`config.mk`:
```
export PLATFORM = sky130hd
export DESIGN_NAME = mips_multicycle_ctrl_flat
export DESIGN_NICKNAME = d
export VERILOG_FILES = /design/src/rtl/mips_multicycle_ctrl_if.sv /design/src/rtl/mips_multicycle_ctrl.sv /design/src/flat_wrapper.sv
export SDC_FILE = /design/constraint.sdc
export NUM_CORES = 1
export LEC_CHECK = 0
export ABC_CLOCK_PERIOD_IN_PS = 1850
export CORE_UTILIZATION = 36
export CTS_CLUSTER_SIZE = 24
export DETAILED_ROUTE_END_ITERATION = 10
export GPL_TIMING_DRIVEN = 0
export PLACE_DENSITY = 0.78
export SLEW_MARGIN = 5
export SYNTH_ARGS = -nofsm -noshare
export SYNTH_HDL_FRONTEND = slang
export SYNTH_SLANG_ARGS = --single-unit
```
`constraint.sdc`:
```
create_clock -name clk -period 1.85 [get_ports clk]
set_input_delay 0.37 -clock clk [delete_from_list [all_inputs] [get_ports clk]]
set_output_delay 0.37 -clock clk [all_outputs]
set_load 0.05 [all_outputs]
```
`src/rtl/mips_multicycle_ctrl_if.sv`:
```
// Signal bundle between the multicycle MIPS controller and its datapath.
// The controller drives the master modport; the datapath/IR side uses slave.
interface mips_multicycle_ctrl_if;
    logic       en;
    logic [5:0] op;
    logic [5:0] funct;
    logic       zero;
    logic [2:0] aluOp;
    logic       aluSrcA;
    logic [1:0] aluSrcB;
    logic [1:0] pcSrc;
    logic       iorD;
    logic       irWrite;
    logic       memWrite;
    logic       regWrite;
    logic       regDst;
    logic       memToReg;
    logic       pcEn;
    logic [3:0] state;

    modport master (
        input  en, op, funct, zero,
        output aluOp, aluSrcA, aluSrcB, pcSrc, iorD, irWrite, memWrite,
               regWrite, regDst, memToReg, pcEn, state
    );

    modport slave (
        output en, op, funct, zero,
        input  aluOp, aluSrcA, aluSrcB, pcSrc, iorD, irWrite, memWrite,
               regWrite, regDst, memToReg, pcEn, state
    );
endinterface

```
`src/rtl/mips_multicycle_ctrl.sv`:
```
// Multicycle MIPS main controller: Moore FSM sequencing fetch/decode/execute/
// memory/writeback and driving datapath selects, ALU op and write strobes.
module mips_multicycle_ctrl (
    input  logic                   clk,
    input  logic                   rst_n,
    mips_multicycle_ctrl_if.master bus
);
    typedef enum logic [3:0] {
        S_FETCH   = 4'd0,
        S_DECODE  = 4'd1,
        S_MEMADR  = 4'd2,
        S_MEMRD   = 4'd3,
        S_MEMWB   = 4'd4,
        S_MEMWR   = 4'd5,
        S_RTYPEEX = 4'd6,
        S_RTYPEWB = 4'd7,
        S_BEQEX   = 4'd8,
        S_ADDIEX  = 4'd9,
        S_ADDIWB  = 4'd10,
        S_JEX     = 4'd11
    } state_t;

    localparam logic [5:0] OP_RTYPE = 6'b000000;
    localparam logic [5:0] OP_LW    = 6'b100011;
    localparam logic [5:0] OP_SW    = 6'b101011;
    localparam logic [5:0] OP_BEQ   = 6'b000100;
    localparam logic [5:0] OP_ADDI  = 6'b001000;
    localparam logic [5:0] OP_J     = 6'b000010;

    localparam logic [2:0] ALU_AND = 3'b000;
    localparam logic [2:0] ALU_OR  = 3'b001;
    localparam logic [2:0] ALU_ADD = 3'b010;
    localparam logic [2:0] ALU_SUB = 3'b110;
    localparam logic [2:0] ALU_SLT = 3'b111;

    function automatic logic [2:0] rtype_aluop(input logic [5:0] f);
        case (f)
            6'b100000: rtype_aluop = ALU_ADD;
            6'b100010: rtype_aluop = ALU_SUB;
            6'b100100: rtype_aluop = ALU_AND;
            6'b100101: rtype_aluop = ALU_OR;
            6'b101010: rtype_aluop = ALU_SLT;
            default:   rtype_aluop = ALU_ADD;
        endcase
    endfunction

    function automatic logic rtype_known(input logic [5:0] f);
        rtype_known = (f == 6'b100000) || (f == 6'b100010) || (f == 6'b100100) ||
                      (f == 6'b100101) || (f == 6'b101010);
    endfunction

    state_t     r_state;
    state_t     w_next;
    logic       w_pcWrite;
    logic       w_branch;
    logic       w_irWrite;
    logic       w_memWrite;
    logic       w_regWrite;
    logic [2:0] w_aluOp;
    logic       w_aluSrcA;
    logic [1:0] w_aluSrcB;
    logic [1:0] w_pcSrc;
    logic       w_iorD;
    logic       w_regDst;
    logic       w_memToReg;
    logic       w_go;

    always_ff @(posedge clk or negedge rst_n) begin
        if (!rst_n)
            r_state <= S_FETCH;
        else if (bus.en)
            r_state <= w_next;
    end

    always_comb begin
        w_next = S_FETCH;
        case (r_state)
            S_FETCH:   w_next = S_DECODE;
            S_DECODE: begin
                case (bus.op)
                    OP_LW, OP_SW: w_next = S_MEMADR;
                    OP_RTYPE:     w_next = S_RTYPEEX;
                    OP_BEQ:       w_next = S_BEQEX;
                    OP_ADDI:      w_next = S_ADDIEX;
                    OP_J:         w_next = S_JEX;
                    default:      w_next = S_FETCH;
                endcase
            end
            S_MEMADR:  w_next = (bus.op == OP_LW) ? S_MEMRD : S_MEMWR;
            S_MEMRD:   w_next = S_MEMWB;
            S_RTYPEEX: w_next = S_RTYPEWB;
            S_ADDIEX:  w_next = S_ADDIWB;
            default:   w_next = S_FETCH;
        endcase
    end

    always_comb begin
        w_pcWrite  = 1'b0;
        w_branch   = 1'b0;
        w_irWrite  = 1'b0;
        w_memWrite = 1'b0;
        w_regWrite = 1'b0;
        w_aluOp    = ALU_ADD;
        w_aluSrcA  = 1'b0;
        w_aluSrcB  = 2'b00;
        w_pcSrc    = 2'b00;
        w_iorD     = 1'b0;
        w_regDst   = 1'b0;
        w_memToReg = 1'b0;
        case (r_state)
            S_FETCH: begin
                w_aluSrcB = 2'b01;
                w_irWrite = 1'b1;
                w_pcWrite = 1'b1;
            end
            S_DECODE:  w_aluSrcB = 2'b11;
            S_MEMADR, S_ADDIEX: begin
                w_aluSrcA = 1'b1;
                w_aluSrcB = 2'b10;
            end
            S_MEMRD:   w_iorD = 1'b1;
            S_MEMWB: begin
                w_memToReg = 1'b1;
                w_regWrite = 1'b1;
            end
            S_MEMWR: begin
                w_iorD     = 1'b1;
                w_memWrite = 1'b1;
            end
            S_RTYPEEX: begin
                w_aluSrcA = 1'b1;
                w_aluOp   = rtype_aluop(bus.funct);
            end
            // Unsupported funct codes write nothing back, turning the op into a NOP.
            S_RTYPEWB: begin
                w_regDst   = 1'b1;
                w_regWrite = rtype_known(bus.funct);
            end
            S_BEQEX: begin
                w_aluSrcA = 1'b1;
                w_aluOp   = ALU_SUB;
                w_pcSrc   = 2'b01;
                w_branch  = 1'b1;
            end
            S_ADDIWB:  w_regWrite = 1'b1;
            S_JEX: begin
                w_pcSrc   = 2'b10;
                w_pcWrite = 1'b1;
            end
            default: ;
        endcase
    end

    // Strobes are also gated by rst_n so an asynchronous reset kills them at once.
    assign w_go = bus.en & rst_n;

    assign bus.state    = r_state;
    assign bus.aluOp    = w_aluOp;
    assign bus.aluSrcA  = w_aluSrcA;
    assign bus.aluSrcB  = w_aluSrcB;
    assign bus.pcSrc    = w_pcSrc;
    assign bus.iorD     = w_iorD;
    assign bus.regDst   = w_regDst;
    assign bus.memToReg = w_memToReg;
    assign bus.irWrite  = w_irWrite & w_go;
    assign bus.memWrite = w_memWrite & w_go;
    assign bus.regWrite = w_regWrite & w_go;
    assign bus.pcEn     = (w_pcWrite | (w_branch & bus.zero)) & w_go;
endmodule

```
`src/flat_wrapper.sv`:
```
// flat-port wrapper written by rule: the top's interface ports become plain ports
module mips_multicycle_ctrl_flat 
  (clk, rst_n, bus_en, bus_op, bus_funct, bus_zero, bus_aluOp, bus_aluSrcA, bus_aluSrcB, bus_pcSrc, bus_iorD, bus_irWrite, bus_memWrite, bus_regWrite, bus_regDst, bus_memToReg, bus_pcEn, bus_state);
  mips_multicycle_ctrl_if bus_i ();
  input  logic clk;
  input  logic rst_n;
  input wire logic [$bits(bus_i.en)-1:0] bus_en;
  input wire logic [$bits(bus_i.op)-1:0] bus_op;
  input wire logic [$bits(bus_i.funct)-1:0] bus_funct;
  input wire logic [$bits(bus_i.zero)-1:0] bus_zero;
  output wire logic [$bits(bus_i.aluOp)-1:0] bus_aluOp;
  output wire logic [$bits(bus_i.aluSrcA)-1:0] bus_aluSrcA;
  output wire logic [$bits(bus_i.aluSrcB)-1:0] bus_aluSrcB;
  output wire logic [$bits(bus_i.pcSrc)-1:0] bus_pcSrc;
  output wire logic [$bits(bus_i.iorD)-1:0] bus_iorD;
  output wire logic [$bits(bus_i.irWrite)-1:0] bus_irWrite;
  output wire logic [$bits(bus_i.memWrite)-1:0] bus_memWrite;
  output wire logic [$bits(bus_i.regWrite)-1:0] bus_regWrite;
  output wire logic [$bits(bus_i.regDst)-1:0] bus_regDst;
  output wire logic [$bits(bus_i.memToReg)-1:0] bus_memToReg;
  output wire logic [$bits(bus_i.pcEn)-1:0] bus_pcEn;
  output wire logic [$bits(bus_i.state)-1:0] bus_state;
  assign bus_i.en = bus_en;
  assign bus_i.op = bus_op;
  assign bus_i.funct = bus_funct;
  assign bus_i.zero = bus_zero;
  assign bus_aluOp = bus_i.aluOp;
  assign bus_aluSrcA = bus_i.aluSrcA;
  assign bus_aluSrcB = bus_i.aluSrcB;
  assign bus_pcSrc = bus_i.pcSrc;
  assign bus_iorD = bus_i.iorD;
  assign bus_irWrite = bus_i.irWrite;
  assign bus_memWrite = bus_i.memWrite;
  assign bus_regWrite = bus_i.regWrite;
  assign bus_regDst = bus_i.regDst;
  assign bus_memToReg = bus_i.memToReg;
  assign bus_pcEn = bus_i.pcEn;
  assign bus_state = bus_i.state;
  mips_multicycle_ctrl u_core (.clk(clk), .rst_n(rst_n), .bus(bus_i));
endmodule
```
==> summary.txt <==
Run status
  – Result of the run: complete, but fails checks
  – Violated checks: negative setup slack

Finish
  – Count of inserted antenna diode cells: 0
  – Fill cell count: 101
  – Number of standard cells in the layout, taps in and fillers out: around 130
  – NumNets Final: 133
  – Area of all placed cells without fillers: 1185 um2
  – Flip-flop count of the largest register, all copies and words added: 4
  – Layout area overhead: 107.2%
  – Layout cell share with drive strength beyond 1: roughly 49%

Setup path
  – RR Startpoint: u_core.bus.state[3]
  – R2R setup slack: 430 ps
  – Worst setup endpoint: bus_regWrite
  – Worst R2R Path Depth: 5
  – Biggest cell delay along the critical path: 400 ps
  – Category of the worst setup path launch point: flop
  – Setup crit start: u_core.bus.state[3]
  – Worst path arrival time: between 1500 and 2000 ps
  – Worst R2R End: u_core.bus.state[1]
  – Cells traversed along the worst timing path: buf_8 > or3b_1 > a21o_1 > a21oi_4 > buf_6
  – CP max-delay cell: sky130_fd_sc_hd__dfrtp_2
  – Category of the critical setup timing path: reg -> out
  – Crit Path Max Fanout: 4
  – Critical path capture point type: primary output
  – Data required, critical path: about 1500 ps

Synthesis
  – Number of instances in the synthesized netlist: just under 80
  – Top FF cell, synth: sky130_fd_sc_hd__dfrtp_1
  – Post-synthesis instance area: between 500 and 600 um2
  – Compound-Gate Fraction of Synth Area: between 20 and 30%
  – Most area-hungry cell type in the Yosys netlist: sky130_fd_sc_hd__dfrtp_1
  – Number of enable-type register cells in the synthesized netlist: 0
  – Post-synth net total: 93
  – Proportion of register bits with asynchronous set or reset after synthesis: 100.0%
  – Proportion of synthesized chip area in sequential cells: between 10% and 20%
  – Number of warnings printed during yosys synthesis: 0
  – Register bit total from synthesis: 4
  – Combinational family with the most area after synthesis: simple AND/OR/NAND/NOR gates
  – Adder-cell share of the synthesized area: 0%
  – Mean Syn Cell Area: 7.426 um2
  – Top cells by area in the synthesized netlist: sky130_fd_sc_hd__dfrtp_1, sky130_fd_sc_hd__nand2b_1, sky130_fd_sc_hd__buf_4, sky130_fd_sc_hd__xor2_1, sky130_fd_sc_hd__nor3_1
  – Xor-xnor portion of the synthesized cell area: under 10%
  – Post-synthesis mux area share: between 1.5 and 2%
  – Count of cell types in the netlist: 36
  – Simple-gate portion of the synthesized area: between 30% and 40%
  – Fraction of post-synthesis cell area in the top cell type by area: 17.51%

Hold path
  – Kind of path behind the tightest hold check: in -> async

Drt
  – # DRC: 0
  – Detailed Route Iter0 Violations: 15
  – WL final: about 2 mm
  – DR pass1 iterations: 4
  – Count of nets left with antenna violations after detail routing: 0
  – Mean number of vias per cell: 5.985
  – Wirelength per Cell: 15.50 um
  – Vias after detailed routing: around 800

STA
  – Max Slew Vio Count: 0
  – Relative slew margins: about two thirds
  – Final Hold Fails: 0
  – Setup repair after global routing missed its margin: yes
  – Setup violators final: 5
  – Transition at the pin with the smallest max-transition slack: roughly 500 ps
  – Tmin final: between 1500 and 2000 ps
  – Max Freq: 0.5007 GHz
  – Post-Route Skew: around 1.2 ps
  – Fraction of the cycle the final worst path needs: 108.0%
  – Slack of the critical path: -147.4 ps
  – Final-layout setup total negative slack: -242.4 ps

Power and ir drop
  – Net Sw Frac: approximately 57%
  – Cell internal power dissipation: 537.1 uW
  – Relative contribution of sequential cells to total power: approximately 14%
  – Worst-case vdd ir drop: 0.0007659 V
  – Power density over cell area: 1042 nW/um2
  – Power dissipated by switching net loads: 698.0 uW
  – Clock share of power: under 10%
  – Leakage power of the design: about 0.50 nW
  – Total power: between 1 and 1.5 mW
  – Fraction of power consumed by combinational cells: 77.6%

CTS
  – Worst-path clk slew: ~40 ps
  – Worst skew pair latency: roughly 230 ps
  – Clk root buf: sky130_fd_sc_hd__clkbuf_4
  – Level count of the clock H-tree: 1
  – Largest buffer count on any clock path: 2
  – # hold bufs at CTS: 0
  – Clock tree sinks: 4
  – Number of buffers added by the clock tree synthesis step: 3
  – CTS tree: done

Floorplan
  – Initial Utilization: 38.40%
  – Die Height: roughly 42 um
  – I/O pins: 35
  – Die outline width: 41.86 um
  – Core area: 1489 um2
  – Die Outline Area: 1752 um2
  – Num rows: 14

Global route
  – Aggregate global-route resource usage: 23.17%
  – Global route overflow: 0
  – Global-route wire length before repair: 3.201 mm
  – Initial antenna violation count: 0
  – Maximum number of pins on one net before global-route repair: 11
  – Vias in the first global route: approximately 750

Place
  – I/O Buffers: 33
  – Placement-stage worst setup slack: -912.2 ps
  – Placed instance count: 126
  – Final Wtd Congestion: around 0.79
  – Half-perimeter wire length after detailed placement: approximately 1.5 mm
  – Placed cell area: ~1100 um2

Job
  – Number of max-cap violations: 0
==> power by group through the flow <==
| stage | clock, mW | sequential [mW] | combinational (mW) |
|---|---|---|---|
| final | 0.107 | 0.170 | 0.958 |
| after global routing | 0.119 | 0.174 | 1.01 |
| after CTS | 0.106 | 0.163 | 0.908 |
| after detailed placement | 0 | 0.158 | 0.920 |
| after global placement | 0 | 0.157 | 0.912 |
| after floorplan | 0 | 0.237 | 0.574 |
==> critical path: cells and delay by family (launching register included) <==
| kind | cells | cell delay (ps) |
|---|---|---|
| simple gates | 1 | 340 |
| flops | 1 | 400 |
| compound gates | 2 | 360 |
| buf+inv | 2 | 290 |
==> cells in the mapped netlist (all sizes together) (2+ instances only) <==
library cell  instances
nand2                 6
nand2b                6
nor2                  6
buf                   5
nor3                  5
dfrtp                 4
o21ai                 4
a21oi                 3
inv                   3
xor2                  3
a211oi                2
a31oi                 2
nand3                 2
nor4b                 2
o2111ai               2
o211ai                2
or3                   2
or3b                  2
==> routing by layer <==
metal | global-route usage, % | part of all wire (%)
met5 | 0 | 0
met4 | 10.97 | 1.7
met3 | 1.304 | 4.9
met2 | 43.13 | 56
met1 | 26.49 | 38
==> cell usage in the layout, fill, tap and decap left out, drive strengths merged, types with 4 or more instances in the layout <==
master / Yosys / final
clkbuf: 0 / 4
o21ai: 4 / 4
dfrtp: 4 / 4
nand2: 6 / 6
nor3: 5 / 5
clkdlybuf4s50: 0 / 10
buf: 5 / 21
dlymetal6s2s: 0 / 6
nand2b: 6 / 6
nor2: 6 / 6
==> worst min-delay path by stage <==
stage	startpoint	to	slack, ps	cells past startpoint
6_report	rst_n	u_core.bus.state[3]	110	1
4_1_cts	rst_n	u_core.bus.state[3]	110	1
5_1_grt	rst_n	u_core.bus.state[0]	120	1
3_3_place_gp	rst_n	u_core.bus.state[3]	590	1
2_1_floorplan	rst_n	u_core.bus.state[0]	70	0
3_5_place_dp	rst_n	u_core.bus.state[3]	600	1
==> through the flow <==
stage | hold WS (ps) | util [%]
3_5_place_dp | 596.2 | 70.67
5_1_grt | 121.4 | 79.58
6_report | 106.7 | 79.58
3_3_place_gp | 589.5 | 70.67
4_1_cts | 109.6 | 71.93
2_1_floorplan | 74.41 | -
==> logic make-up after synthesis <==
| kind of cell | Yosys count |
|---|---|
| DFF | 4 |
| xor gates and xnor gates | 3 |
| and+or+nand+nor | 39 |
| muxes | 1 |
| AOI/OAI and AO/OA | 22 |
| buffers and inverters | 8 |
==> cell type report <==
| cell class | count | area [um2] | area share [%] |
|---|---|---|---|
| Tap cell | 16 | 20.02 | 1.690 |
| Sequential cell | 4 | 105.1 | 8.870 |
| Inverter | 3 | 15.01 | 1.267 |
| Clock buffer | 3 | 22.52 | 1.901 |
| Buffer | 5 | 67.56 | 5.702 |
| Timing Repair Buffer | 35 | 347.8 | 29.36 |
| Multi-Input combinational cell | 65 | 606.8 | 51.21 |
==> what timing repair did <==
action                                  CTS  global route
buffers inserted                          0             2
pin swaps                                 0             9
gates resized for setup                  92            38
gates cloned                              0             0
endpoints found under the setup margin   15            15
No activity file was read; power rests on OpenSTA's default activity.
